--- src/rtl/fetch_unit.sv ---
// rtl/fetch_unit.sv - in-order instruction fetch with credit-limited issue, return buffer and redirect flush
// 32-bit buses are [31:0] here; the MSB-first [0:31] numbering maps bit 0 onto bit 31.
module fetch_unit #(
   parameter logic [31:0] RESET_PC = 32'h8002_0000,
   parameter int          DEPTH    = 4
) (
   input  logic        clk,
   input  logic        rst,
   input  logic        stall,
   input  logic        redirect,
   input  logic [31:0] redirect_pc,
   output logic        imem_req,
   output logic [31:0] imem_addr,
   input  logic        imem_rvalid,
   input  logic [31:0] imem_rdata,
   output logic [31:0] insn,
   output logic [31:0] pc,
   output logic        valid_insn
);
   localparam int AW = $clog2(DEPTH);
   localparam int CW = AW + 1;

   logic [31:0]   fetch_pc;
   logic [CW-1:0] inflight;
   logic [CW-1:0] buf_count;
   logic [CW-1:0] drop;
   logic [AW-1:0] tag_wr, tag_rd, buf_wr, buf_rd;
   logic [31:0]   tag_mem  [DEPTH];
   logic [31:0]   buf_insn [DEPTH];
   logic [31:0]   buf_pc   [DEPTH];

   logic [CW:0]   credit_used;
   logic [31:0]   resp_tag;
   logic          issue, out_load, buf_empty, resp_keep, bypass, buf_push, buf_pop;

   // Every issued request holds a slot until its word leaves the buffer, so the buffer cannot overflow.
   assign credit_used = {1'b0, inflight} + {1'b0, buf_count};
   assign issue       = !rst && !redirect && (credit_used < (CW+1)'(DEPTH));
   assign imem_req    = issue;
   assign imem_addr   = fetch_pc;
   assign resp_tag    = tag_mem[tag_rd];
   assign buf_empty   = (buf_count == '0);
   assign out_load    = !stall || !valid_insn;
   assign resp_keep   = imem_rvalid && !redirect && (drop == '0);
   assign bypass      = resp_keep && out_load && buf_empty;
   assign buf_push    = resp_keep && !bypass;
   assign buf_pop     = out_load && !buf_empty && !redirect;

   always_ff @(posedge clk) begin
      if (issue)
         tag_mem[tag_wr] <= fetch_pc;
      if (buf_push) begin
         buf_insn[buf_wr] <= imem_rdata;
         buf_pc[buf_wr]   <= resp_tag;
      end
   end

   always_ff @(posedge clk or posedge rst) begin
      if (rst) begin
         fetch_pc   <= RESET_PC;
         inflight   <= '0;
         drop       <= '0;
         tag_wr     <= '0;
         tag_rd     <= '0;
         buf_wr     <= '0;
         buf_rd     <= '0;
         buf_count  <= '0;
         valid_insn <= 1'b0;
         insn       <= '0;
         pc         <= '0;
      end else begin
         if (issue)
            tag_wr <= tag_wr + AW'(1);
         if (imem_rvalid)
            tag_rd <= tag_rd + AW'(1);

         case ({issue, imem_rvalid})
            2'b10:   inflight <= inflight + CW'(1);
            2'b01:   inflight <= inflight - CW'(1);
            default: ;
         endcase

         if (redirect) begin
            fetch_pc  <= redirect_pc;
            // Everything still outstanding after this cycle's response belongs to the old stream.
            drop      <= inflight - CW'(imem_rvalid);
            buf_wr    <= '0;
            buf_rd    <= '0;
            buf_count <= '0;
            valid_insn <= 1'b0;
         end else begin
            if (issue)
               fetch_pc <= fetch_pc + 32'd4;
            if (imem_rvalid && drop != '0)
               drop <= drop - CW'(1);
            if (buf_push)
               buf_wr <= buf_wr + AW'(1);
            if (buf_pop)
               buf_rd <= buf_rd + AW'(1);
            case ({buf_push, buf_pop})
               2'b10:   buf_count <= buf_count + CW'(1);
               2'b01:   buf_count <= buf_count - CW'(1);
               default: ;
            endcase

            if (out_load) begin
               if (!buf_empty) begin
                  insn       <= buf_insn[buf_rd];
                  pc         <= buf_pc[buf_rd];
                  valid_insn <= 1'b1;
               end else if (bypass) begin
                  insn       <= imem_rdata;
                  pc         <= resp_tag;
                  valid_insn <= 1'b1;
               end else begin
                  valid_insn <= 1'b0;
               end
            end
         end
      end
   end
endmodule
--- config.mk ---
export PLATFORM = sky130hd
export DESIGN_NAME = fetch_unit
export DESIGN_NICKNAME = d
export VERILOG_FILES = /design/src/rtl/fetch_unit.sv
export SDC_FILE = /design/constraint.sdc
export NUM_CORES = 1
export LEC_CHECK = 0
export BUFFER_PORTS_ARGS = -buffer_cell sky130_fd_sc_hd__buf_2
export CAP_MARGIN = 40
export CORE_MARGIN = 5
export CORE_UTILIZATION = 60
export CTS_BUF_LIST = sky130_fd_sc_hd__clkbuf_4
export DETAILED_ROUTE_END_ITERATION = 6
export GPL_TIMING_DRIVEN = 1
export PLACE_DENSITY = 0.79
export SLEW_MARGIN = 20
export SYNTH_ARGS = -nofsm -noshare
export SYNTH_HDL_FRONTEND = slang
export SYNTH_SLANG_ARGS = --single-unit
--- constraint.sdc ---
create_clock -name clk -period 4.95 [get_ports clk]
set_input_delay 0.99 -clock clk [delete_from_list [all_inputs] [get_ports clk]]
set_output_delay 0.99 -clock clk [all_outputs]
set_load 0.1 [all_outputs]
## After elaboration in Yosys (flattened, before gate mapping)

Memory sizes are Yosys's and may differ from the RTL's.
Index checks and enable logic that the tools add are counted.

| cells by class | value |
|---|---|
| eq/ne operators | 5 |
| order comparisons | 1 |
| reductions and logical operators | 28 |
| multiplexer cells | 23 |
| bitwise operators | 1 |
| $add $sub $neg | 12 |

Operator list:

| operator | number |
|---|---|
| two-way mux 32 bit | 6 |
| adder 32 x 3 -> 32 bit (second input constant) | 1 |
| case mux 3 bit (2 select lines) | 2 |
| nonzero test 2 bit | 6 |
| logical AND 1 bit | 10 |
| two-way mux 3 bit | 3 |
| subtractor 3 x 1 -> 3 bit (second input constant) | 3 |
| adder 2 x 1 -> 2 bit (second input constant) | 4 |
| two-way mux 1 bit | 8 |
| two-way mux 2 bit | 4 |
| adder 3 x 1 -> 3 bit (second input constant) | 2 |
| logical NOT 1 bit | 6 |
| logical NOT 3 bit | 2 |
| nonzero test 3 bit | 2 |
| adder 3 x 3 -> 4 bit | 1 |
| equality test 2 x 1 -> 1 bit (second input constant) | 2 |
| equality test 2 bit (second input constant) | 2 |
| less-than comparator 4 x 3 -> 1 bit (second input constant) | 1 |
| AND reduction 3 bit | 1 |
| subtractor 3 x 1 -> 3 bit | 1 |
| inequality test 2 x 1 -> 1 bit (second input constant) | 1 |
| logical OR 1 bit | 1 |
| inverter 1 bit | 1 |

| storage, ports and cells | value |
|---|---|
| memories | 3 |
| register bits | 114 |
| memory bits (writable) | 384 |
| output and inout port bits | 98 |
| logic and storage cells | 84 |
| input bits | 69 |

Memory list:

| name | depth | width | read ports | clocked after memory_dff | wr ports | line | source |
|---|---|---|---|---|---|---|---|
| buf_insn | 4 | 32 | 1 | 0 | 1 | 29 | `logic [31:0] buf_insn [DEPTH];` |
| buf_pc | 4 | 32 | 1 | 0 | 1 | 30 | `logic [31:0] buf_pc [DEPTH];` |
| tag_mem | 4 | 32 | 1 | 0 | 1 | 28 | `logic [31:0] tag_mem [DEPTH];` |

## Depth between registers and ports, before layout

Gate-level depths: netlist (run 1).

| depth | value |
|---|---|
| depth after elaboration | 10 |
| mapped depth | 10 |

## Worst setup path before layout (run 1)

Ideal clock, no wire load.

| timing | value |
|---|---|
| kind | in2reg |
| start | input rst |
| end | memory tag_mem[0][0] (enable) |
| slack | 0.671 ns |
| stages on the path | 4 |
| data arrival time | 3.887 ns |
| required time | 4.558 ns |
| path buffers | 0 |
| cells stage by stage | nor4_1 -> nand2_1 -> nor2_1 -> and2_1 |

| between the ends | value |
|---|---|
| word-level cells in the longest chain between the ends | 5 |

RTL lines:

| item | line | source |
|---|---|---|
| from (decl) | 8 | `input logic rst,` |
| logical NOT 1 bit (no line) | n/a |  |
| logical AND 1 bit (2 in a row) | 38 | `assign issue = !rst && !redirect && (credit_used < (CW+1)'(DEPTH));` |
| via imem_req | 12 | `output logic imem_req,` |
| two-way mux 1 bit | 50 | `if (issue)` |
| two-way mux 1 bit (implied by the code) | 51 | `tag_mem[tag_wr] <= fetch_pc;` |
| to (decl) | 28 |  |

The timed path passes the listed nets, and every way through them passes these cells.

## Worst setup path in the final report (run 1)

| timing | value |
|---|---|
| start | register inflight[2] |
| end | output imem_req |

| between the ends | value |
|---|---|
| word-level cells in the longest chain between the ends | 3 |

RTL lines:

| item | line | source |
|---|---|---|
| from (decl) | 24 | `logic [CW-1:0] inflight;` |
| from (signal assigned) | 78 | `2'b10: inflight <= inflight + CW'(1);` |
| from (signal assigned) | 79 | `2'b01: inflight <= inflight - CW'(1);` |
| adder 3 x 3 -> 4 bit | 37 | `assign credit_used = {1'b0, inflight} + {1'b0, buf_count};` |
| less-than comparator 4 x 3 -> 1 bit | 38 |  |
| logical AND 1 bit | 38 |  |
| to (decl) | 12 |  |

No other way between the ends.

==> results of run 1 <==
## cell families after synthesis
kind of cell,after synthesis,share of synthesized area (%)
AO/OA/AOI/OAI,126,3.56
adder cells (fa/ha/maj),18,1.22
XOR/XNOR,19,0.845
AND/OR/NAND/NOR,211,5.24
flip-flops,498,73.0
buffers and inverters,74,1.47
multiplexers,168,14.7
## stage by stage
step	total power, µW	cells	area, µm²	util, %
CTS	14600	1906	22800	70.3
finish	14400	1907	22800	70.3
global placement	10900	1675	21000	64.7
detailed placement	11100	1683	21200	65.3
global route	15100	1907	22800	70.3
floorplan	9910	1114	19700	-
## final cells by class
type | instances | area (µm²)
diodes | 1 | 2.50
clock buffers | 201 | 1510
clock inverters | 22 | 135
fillers | 2135 | 9620
inverters | 13 | 51.3
multi-input cells | 542 | 5060
flip-flops and latches | 498 | 14400
well taps | 442 | 553
repair buffers | 188 | 1130
## registers in the layout (all words and copies together), names as in the netlist
signal	cells
valid_insn	1
buf_rd	2
tag_rd	2
pc	32
buf_pc	128
imem_addr	32
inflight	3
buf_count	3
tag_mem	128
insn	32
buf_wr	2
buf_insn	128
tag_wr	2
drop	3
## metal layers
metal	vias up	track usage, %	wire (µm)
li1	4957	-	-
met1	5521	31.2	16400
met2	435	35.9	19200
met3	72	4.66	2870
met4	2	7.27	766
met5	-	0	7
## power by group through the flow
stage          Clock [µW]  Combinational [µW]  Sequential (µW)
6_report             3460                5280             5670
5_1_grt              3780                5620             5740
4_1_cts              3550                5340             5680
3_5_place_dp            0                5330             5770
3_3_place_gp            0                5120             5800
2_1_floorplan           0                2300             7610
## layout by cell type, fill, tap and decap left out, types with 18 or more instances in the layout
master / instances
clkbuf_4: 201
buf_2: 166
a31oi_1: 18
o21ai_0: 89
edfxtp_1: 384
clkinv_1: 19
mux2i_1: 67
dfrtp_1: 108
nand2_1: 94
mux4_2: 96
nor2_1: 28
## worst paths after layout
path / to / cells past startpoint / startpoint / slack (ns)
worst min-delay path: inflight[2] / 2 / rst / 0.16
max in group asynchronous: insn[18] / 4 / rst / 3.85
worst max register to register: imem_addr[16] / 5 / inflight[2] / 1.91
worst max-delay path: imem_req / 5 / inflight[2] / 0.97
min in group clk: imem_addr[10] / 3 / redirect_pc[10] / 0.43
worst min register to register: insn[20] / 2 / insn[20] / 0.47
==> flow_metrics.tcl, run 1 <==
set metrics [dict create \
    syn_inst 1114 \
    synth_top_cell_area_share_pct 58.5 \
    clkLatencyLatePin_ns 0.77 \
    hold_buffers 0 \
    critical_path_class "reg -> out" \
    fin_worst_skew_ns 0.0383 \
    drt-initial-drc-count 749 \
    fmax_mhz 251 \
    maxCapViolCount 0 \
    wire_per_inst_um 20.6 \
    wirelength_um 39200 \
    holdWs_ns 0.156 \
    pin_count 167 \
    start_util_pct 60.7 \
    synth_warnings 0 \
    rsz0062_at_grt "no" \
    crit_slowest_cell "buf_2" \
    path_buf_inv 1 \
    min_period_ns 3.98 \
    rows 66 \
    numPortBuffers 166 \
    p_sw_share_pct 40.1 \
    p_per_area_nw_per_um2 631 \
    hpwl_um 24500 \
    yosysTopAreaCell "edfxtp_1" \
    path_cells "ha_1 -> nor4_1 -> nand2_1 -> nor2_1 -> buf_2" \
    run_status "finished, final reports clean" \
    slew_violations 0 \
    antenna_found_initial 2 \
    ys_ff_latch 498 \
    ant_nets 0 \
    synth_area_per_cell_um2 17.7 \
    async_flop_share_pct 22.9 \
    grt_overflow_total 0 \
    pwr-share-seq_pct 39.4 \
    first_pass_iters 5 \
    layout_setup_ws_ns 0.969 \
    cts_setup_buffers 0 \
    cts_tree "yes" \
    clk_path_buf_depth 3 \
    cts_buffers 118 \
    cts_max_level 3 \
    drc_errors 0 \
    hold_path.class "in -> async" \
    ys_seq_area_share_pct 73.0 \
    syn_area_um2 19700 \
    synth_area_leaders "edfxtp_1 (59%), dfrtp_1 (14%), mux4_2 (11%)" \
    ir_drop_mv 0.441 \
    endpoint_kind "output port" \
    worst_setup_path_start_kind "register" \
    dp_slack_ns 1.39 \
    synthTopCellsByCount "edfxtp_1 (384), dfrtp_1 (112), mux4_2 (96), nand2_1 (94), o21ai_0 (89)" \
    vias_per_cell 5.76 \
    finalHoldViolations 0 \
    switching_power_uw 5770 \
    grt_usage_pct 22.3 \
    cp.required_ns 3.96 \
    finalSetupTns_ns 0 \
    fp.dieW_um 191 \
    ys.flop_type "edfxtp_1" \
    cts_resized 0 \
    clkPwrFrac_pct 24.0 \
    yosysMostFrequentCell "edfxtp_1" \
    clock-root-buffer "clkbuf_4" \
    grt_pass1_wl_um 62800 \
    syn2layout_area_growth_pct 15.9 \
    worstMarginPinSlew_ns 0.854 \
    die_h_um 191 \
    synth.distinct_cells 45 \
    slew-limit-headroom_pct 42.7 \
    synth_nets 1201 \
    setup_viol_count_final 0 \
    internal_power_uw 8630 \
    synth-edff-count 384 \
    layout-drive-gt1-share_pct 34.9 \
    leakagePower_uw 0.00841 \
    dieArea_um2 36600 \
    critPathTopFamily "simple AND/OR/NAND/NOR gates" \
    worstPathArrival_ns 2.99 \
    clk_pin_slew_ns 0.07 \
    pwr-share-comb_pct 36.6 \
    vias 11000 \
    fin_crit_sh_pct 80.4 \
    critPathMaxStageDelay_ns 0.52 \
    cts_num_sinks 498 \
    core_area_um2 32500 \
    grt_start_max_net_pins 53 \
    gp_congestion 0.866 \
    crit_path_max_fanout 8 \
    fin_nets 1448 \
    grt_pass1_vias 11600 \
]
Power figures use the tool's default switching activity.
==> inputs of run 2 (changes only) <==
==> constraint.sdc (replaced) <==
create_clock -name clk -period 3.7 [get_ports clk]
set_input_delay 0.74 -clock clk [delete_from_list [all_inputs] [get_ports clk]]
set_output_delay 0.74 -clock clk [all_outputs]
set_load 0.1 [all_outputs]
==> flow_metrics.tcl, run 2 (synthesis results as in run 1) <==
set metrics [dict create \
    clock-root-buffer "clkbuf_4" \
    maxCapViolCount 0 \
    p_per_area_nw_per_um2 834 \
    r2r_cells 5 \
    cts_buffers 118 \
    slew-limit-headroom_pct 49.9 \
    wl_met1_um 16500 \
    core_area_um2 32500 \
    wire_per_inst_um 20.4 \
    grt_usage_pct 22.2 \
    cts_tree "yes" \
    dieArea_um2 36600 \
    grt_pass1_vias 11700 \
    vias 11000 \
    cp.depth 5 \
    ir_drop_mv 0.539 \
    start_util_pct 60.7 \
    r2r-end "imem_addr[28]" \
    wl_met2_um 19200 \
    fin_nets 1455 \
    path_buf_inv 1 \
    cp.required_ns 2.96 \
    slew_violations 0 \
    setup_viol_count_final 0 \
    final_cell_mix "edfxtp_1 (384), clkbuf_4 (173), buf_2 (165)" \
    numPortBuffers 166 \
    die_h_um 191 \
    first_pass_iters 5 \
    syn2layout_area_growth_pct 16.0 \
    run_status "finished, final reports clean" \
    min_from "redirect_pc[9]" \
    grt_start_max_net_pins 65 \
    wirelength_um 39100 \
    antenna_found_initial 1 \
    critical_path_class "reg -> out" \
    r2r-start "inflight[2]" \
    critPathMaxStageDelay_ns 0.42 \
    crit_path_max_fanout 8 \
    finalHoldViolations 0 \
    grt_overflow_total 0 \
    rsz0062_at_grt "no" \
    worst_setup_path_start_kind "register" \
    ff2ff_setup_slack_ns 0.65 \
    layout-drive-gt1-share_pct 33.8 \
    fin_crit_sh_pct 92.7 \
    critPathTopFamily "simple AND/OR/NAND/NOR gates" \
    endpoint_kind "output port" \
    fmax_mhz 291 \
    drt-initial-drc-count 785 \
    rows 66 \
    crit_slowest_cell "dfrtp_1" \
    clk_pin_slew_ns 0.07 \
    min_period_ns 3.43 \
    drc_errors 0 \
    hold_path.class "in -> reg" \
    clk_path_buf_depth 3 \
    whs_endpoint "imem_addr[9]" \
    path_cells "ha_1 -> nor4_1 -> nand2_1 -> nor2_2 -> buf_4" \
    ant_nets 0 \
    hpwl_um 24300 \
    cts_max_level 3 \
    layout_commonest_cell "edfxtp_1" \
    grt_pass1_wl_um 62900 \
    highest-signal-layer "met4" \
    vias_per_cell 5.73 \
    fin_worst_skew_ns 0.0508 \
    finalSetupTns_ns 0 \
    holdWs_ns 0.175 \
    worstMarginPinSlew_ns 0.752 \
    clkLatencyLatePin_ns 0.77 \
    largestRegisters "buf_insn x128, buf_pc x128, tag_mem x128" \
    gp_congestion 0.857 \
    min_path_cells 3 \
    wl_met3_um 2940 \
    cts_num_sinks 498 \
    fp.dieW_um 191 \
    worstPathArrival_ns 2.69 \
    leakagePower_uw 0.00838 \
    pin_count 167 \
]
==> run 2: cell count changes in the layout (fill, tap and decap cells not counted), sizes merged <==
cell         previous run  this run
clkbuf                201       173
clkinv                 19        46
dlygate4sd3             0         1
buf                   188       194
clkinvlp                0         2
inv                    14        16
==> run 2: repair_timing <==
action	in CTS	in global routing
setup buffers	0	0
resized for setup	0	2
setup endpoints to repair	0	1
hold buffers	1	0
hold endpoints to repair	18	0
==> run 2: worst max-delay path by stage <==
stage                               end   startpoint
after floorplan           tag_mem[0][0]          rst
after global placement    imem_addr[28]          rst
after detailed placement  imem_addr[28]          rst
after CTS                      imem_req  inflight[2]
after global routing           imem_req  inflight[2]
final                          imem_req  inflight[2]
==> run 2: worst min-delay path, cell delays in order <==
cell and delay, ns:
buf_2 0.08, nand2_1 0.04, o21ai_0 0.05
==> run 2: cell type report <==
class / count / area (µm²)
antenna: 1 / 2.50
clock buffer: 173 / 1300
clock inverter: 53 / 280
fill: 2073 / 9600
inverter: 13 / 52.6
multi-input combinational: 542 / 5050
sequential: 498 / 14400
tap: 442 / 553
timing repair buffer: 195 / 1220
==> run 2: metal layers <==
metal / global-route usage, % / up-vias
met5: 0 / -
met4: 6.63 / 0
met3: 4.64 / 49
met2: 35.9 / 449
met1: 31.4 / 5497
li1: - / 4991
==> run 2: report_power, final <==
part	leakage (µW)	total [µW]	internal [µW]	switching [µW]
logic	0.00263	7110	2010	5100
clock network	0.000924	4400	2310	2090
registers	0.00483	7560	6990	565
==> run 2: stage by stage <==
stage          setup slack (ns)  utilization, %  total power, µW  cell area, µm²  instances
2_1_floorplan             0.245               -            13300           19700       1114
3_3_place_gp              0.599            65.4            14600           21200       1687
3_5_place_dp              0.578            65.5            14800           21200       1688
4_1_cts                  0.0396            70.4            19300           22800       1915
5_1_grt                 0.00759            70.4            20100           22900       1917
6_report                  0.269            70.4            19100           22900       1917
==> inputs of run 3 (changes only) <==
--- a/config.mk
+++ b/config.mk
@@ -13,6 +13,7 @@
 export DETAILED_ROUTE_END_ITERATION = 6
 export GPL_TIMING_DRIVEN = 1
 export PLACE_DENSITY = 0.79
+export REMOVE_ABC_BUFFERS = 1
 export SLEW_MARGIN = 20
 export SYNTH_ARGS = -nofsm -noshare
 export SYNTH_HDL_FRONTEND = slang
==> flow_metrics.tcl, run 3 (synthesis results as in run 1) <==
set metrics [dict create \
    grt_pass1_wl_um 63800 \
    leakagePower_uw 0.00844 \
    instances_no_fill 1920 \
    p_sw_share_pct 40.2 \
    fp.dieW_um 191 \
    start_util_pct 60.7 \
    fillCellCount 2134 \
    antenna_found_initial 1 \
    cts_num_sinks 498 \
    worstPathArrival_ns 2.68 \
    endpoint_kind "output port" \
    run_status "finished, final reports clean" \
    min_period_ns 3.42 \
    rsz0062_at_grt "no" \
    grt_usage_pct 22.6 \
    numPortBuffers 166 \
    ir_drop_mv 0.728 \
    grt_overflow_total 0 \
    cts_buffers 120 \
    final_area_um2 22900 \
    clk_pin_slew_ns 0.06 \
    cp.required_ns 2.96 \
    slew_violations 0 \
    worst_setup_path_start_kind "register" \
    fmax_mhz 293 \
    p_per_area_nw_per_um2 841 \
    r2r_cells 5 \
    die_h_um 191 \
    wirelength_um 39600 \
    wire_per_inst_um 20.6 \
    slew-limit-headroom_pct 49.4 \
    clock-root-buffer "clkbuf_4" \
    fin_worst_skew_ns 0.0411 \
    path_cells "ha_1 -> nor4_1 -> nand2_1 -> nor2_4 -> buf_4" \
    ff2ff_setup_slack_ns 0.63 \
    crit_slowest_cell "dfrtp_1" \
    clkLatencyLatePin_ns 0.77 \
    pwr-share-seq_pct 39.3 \
    rows 66 \
    hpwl_um 24800 \
    core_area_um2 32500 \
    r2r-end "imem_addr[16]" \
    pwr-share-comb_pct 36.6 \
    fin_crit_sh_pct 92.3 \
    holdWs_ns 0.118 \
    crit_path_max_fanout 8 \
    internal_power_uw 11500 \
    switching_power_uw 7740 \
    dp.cells 1692 \
    grt_start_max_net_pins 70 \
    dieArea_um2 36600 \
    layout_commonest_cell "edfxtp_1" \
    vias_per_cell 5.75 \
    multi_input_area_um2 5060 \
    critPathMaxStageDelay_ns 0.42 \
    startpoint "inflight[2]" \
    layout.area.seq_um2 14400 \
    clkPwrFrac_pct 24.1 \
    ant_nets 0 \
    vias 11000 \
    drc_errors 0 \
    final_cell_mix "edfxtp_1 (384), clkbuf_4 (191), buf_2 (165)" \
    grt_pass1_vias 11800 \
    finalHoldViolations 0 \
    first_pass_iters 5 \
    hold_buffers 0 \
    pin_count 167 \
    gp_congestion 0.790 \
    cts_tree "yes" \
    largestRegisters "buf_insn x128, buf_pc x128, tag_mem x128" \
    syn2layout_area_growth_pct 16.2 \
    cts_max_level 3 \
    clk_path_buf_depth 3 \
    worstMarginPinSlew_ns 0.759 \
    r2r-start "inflight[2]" \
    hold_path.class "in -> async" \
    layout-drive-gt1-share_pct 35.0 \
    setup_viol_count_final 0 \
    critical_path_class "reg -> out" \
    place_area_um2 21200 \
    drt-initial-drc-count 570 \
    maxCapViolCount 0 \
    fin_nets 1459 \
]
-- run 3: cell types whose count changed in the layout (fill, tap and decap cells not counted), moves of 2 or more --
cell,change
clkbuf_4,+18
clkinv_1,-17
buf_4,+10
buf_12,-7
and2_2,-4
and2_4,+4
inv_6,-3
clkinv_2,-2
dfrtp_2,-2
inv_2,+2
-- run 3: routing by layer --
metal	up-vias	global-route usage, %	wire, µm
met3	43	5.08	2810
met2	434	37.5	19900
met4	0	6.19	492
met1	5568	30.7	16400
met5	-	0	0
li1	4991	-	-
-- run 3: power groups by stage --
stage	clock [µW]	combinational [µW]	sequential [µW]
final	4640	7040	7570
after floorplan	0	2800	10500
after global placement	0	6980	7640
after global routing	5090	7540	7670
after detailed placement	0	7130	7690
after CTS	4770	7140	7580
-- run 3: layout make-up --
class,count,area share [%]
Antenna cell,2,0.0219
Clock buffer,191,6.26
Clock inverter,35,0.989
Inverter,13,0.224
Multi-Input combinational cell,542,22.1
Sequential cell,498,62.9
Tap cell,442,2.42
Timing Repair Buffer,197,5.07
-- run 3: critical path: cells and delay by family, from the launching register on --
family,cells,cell delay [ns]
simple gates,3,0.86
flops,1,0.42
buf+inv,1,0.33
fa+ha+maj,1,0.31
-- run 3: repair_timing --
action / 4_1_cts / 5_1_grt
endpoints found under the setup margin: 1 / 1
buffers inserted: 0 / 0
resized for setup: 1 / 2
-- run 3: worst max path at each step --
stage | cells after the start | endpoint
floorplan | 4 | tag_mem[0][0]
CTS | 5 | imem_req
finish | 5 | imem_req
detailed placement | 5 | imem_addr[16]
global route | 5 | imem_req
global placement | 5 | imem_addr[28]
-- run 3: metrics by stage --
stage | power [µW] | worst slack [ns] | utilization [%] | TNS (ns)
after floorplan | 13300 | -0.329 | - | -70.81
after detailed placement | 14800 | 0.545 | 65.4 | 0
after global routing | 20300 | 0.000708 | 70.5 | 0
after global placement | 14600 | 0.598 | 65.3 | 0
after CTS | 19500 | 0.0193 | 70.5 | 0
final | 19300 | 0.284 | 70.5 | 0
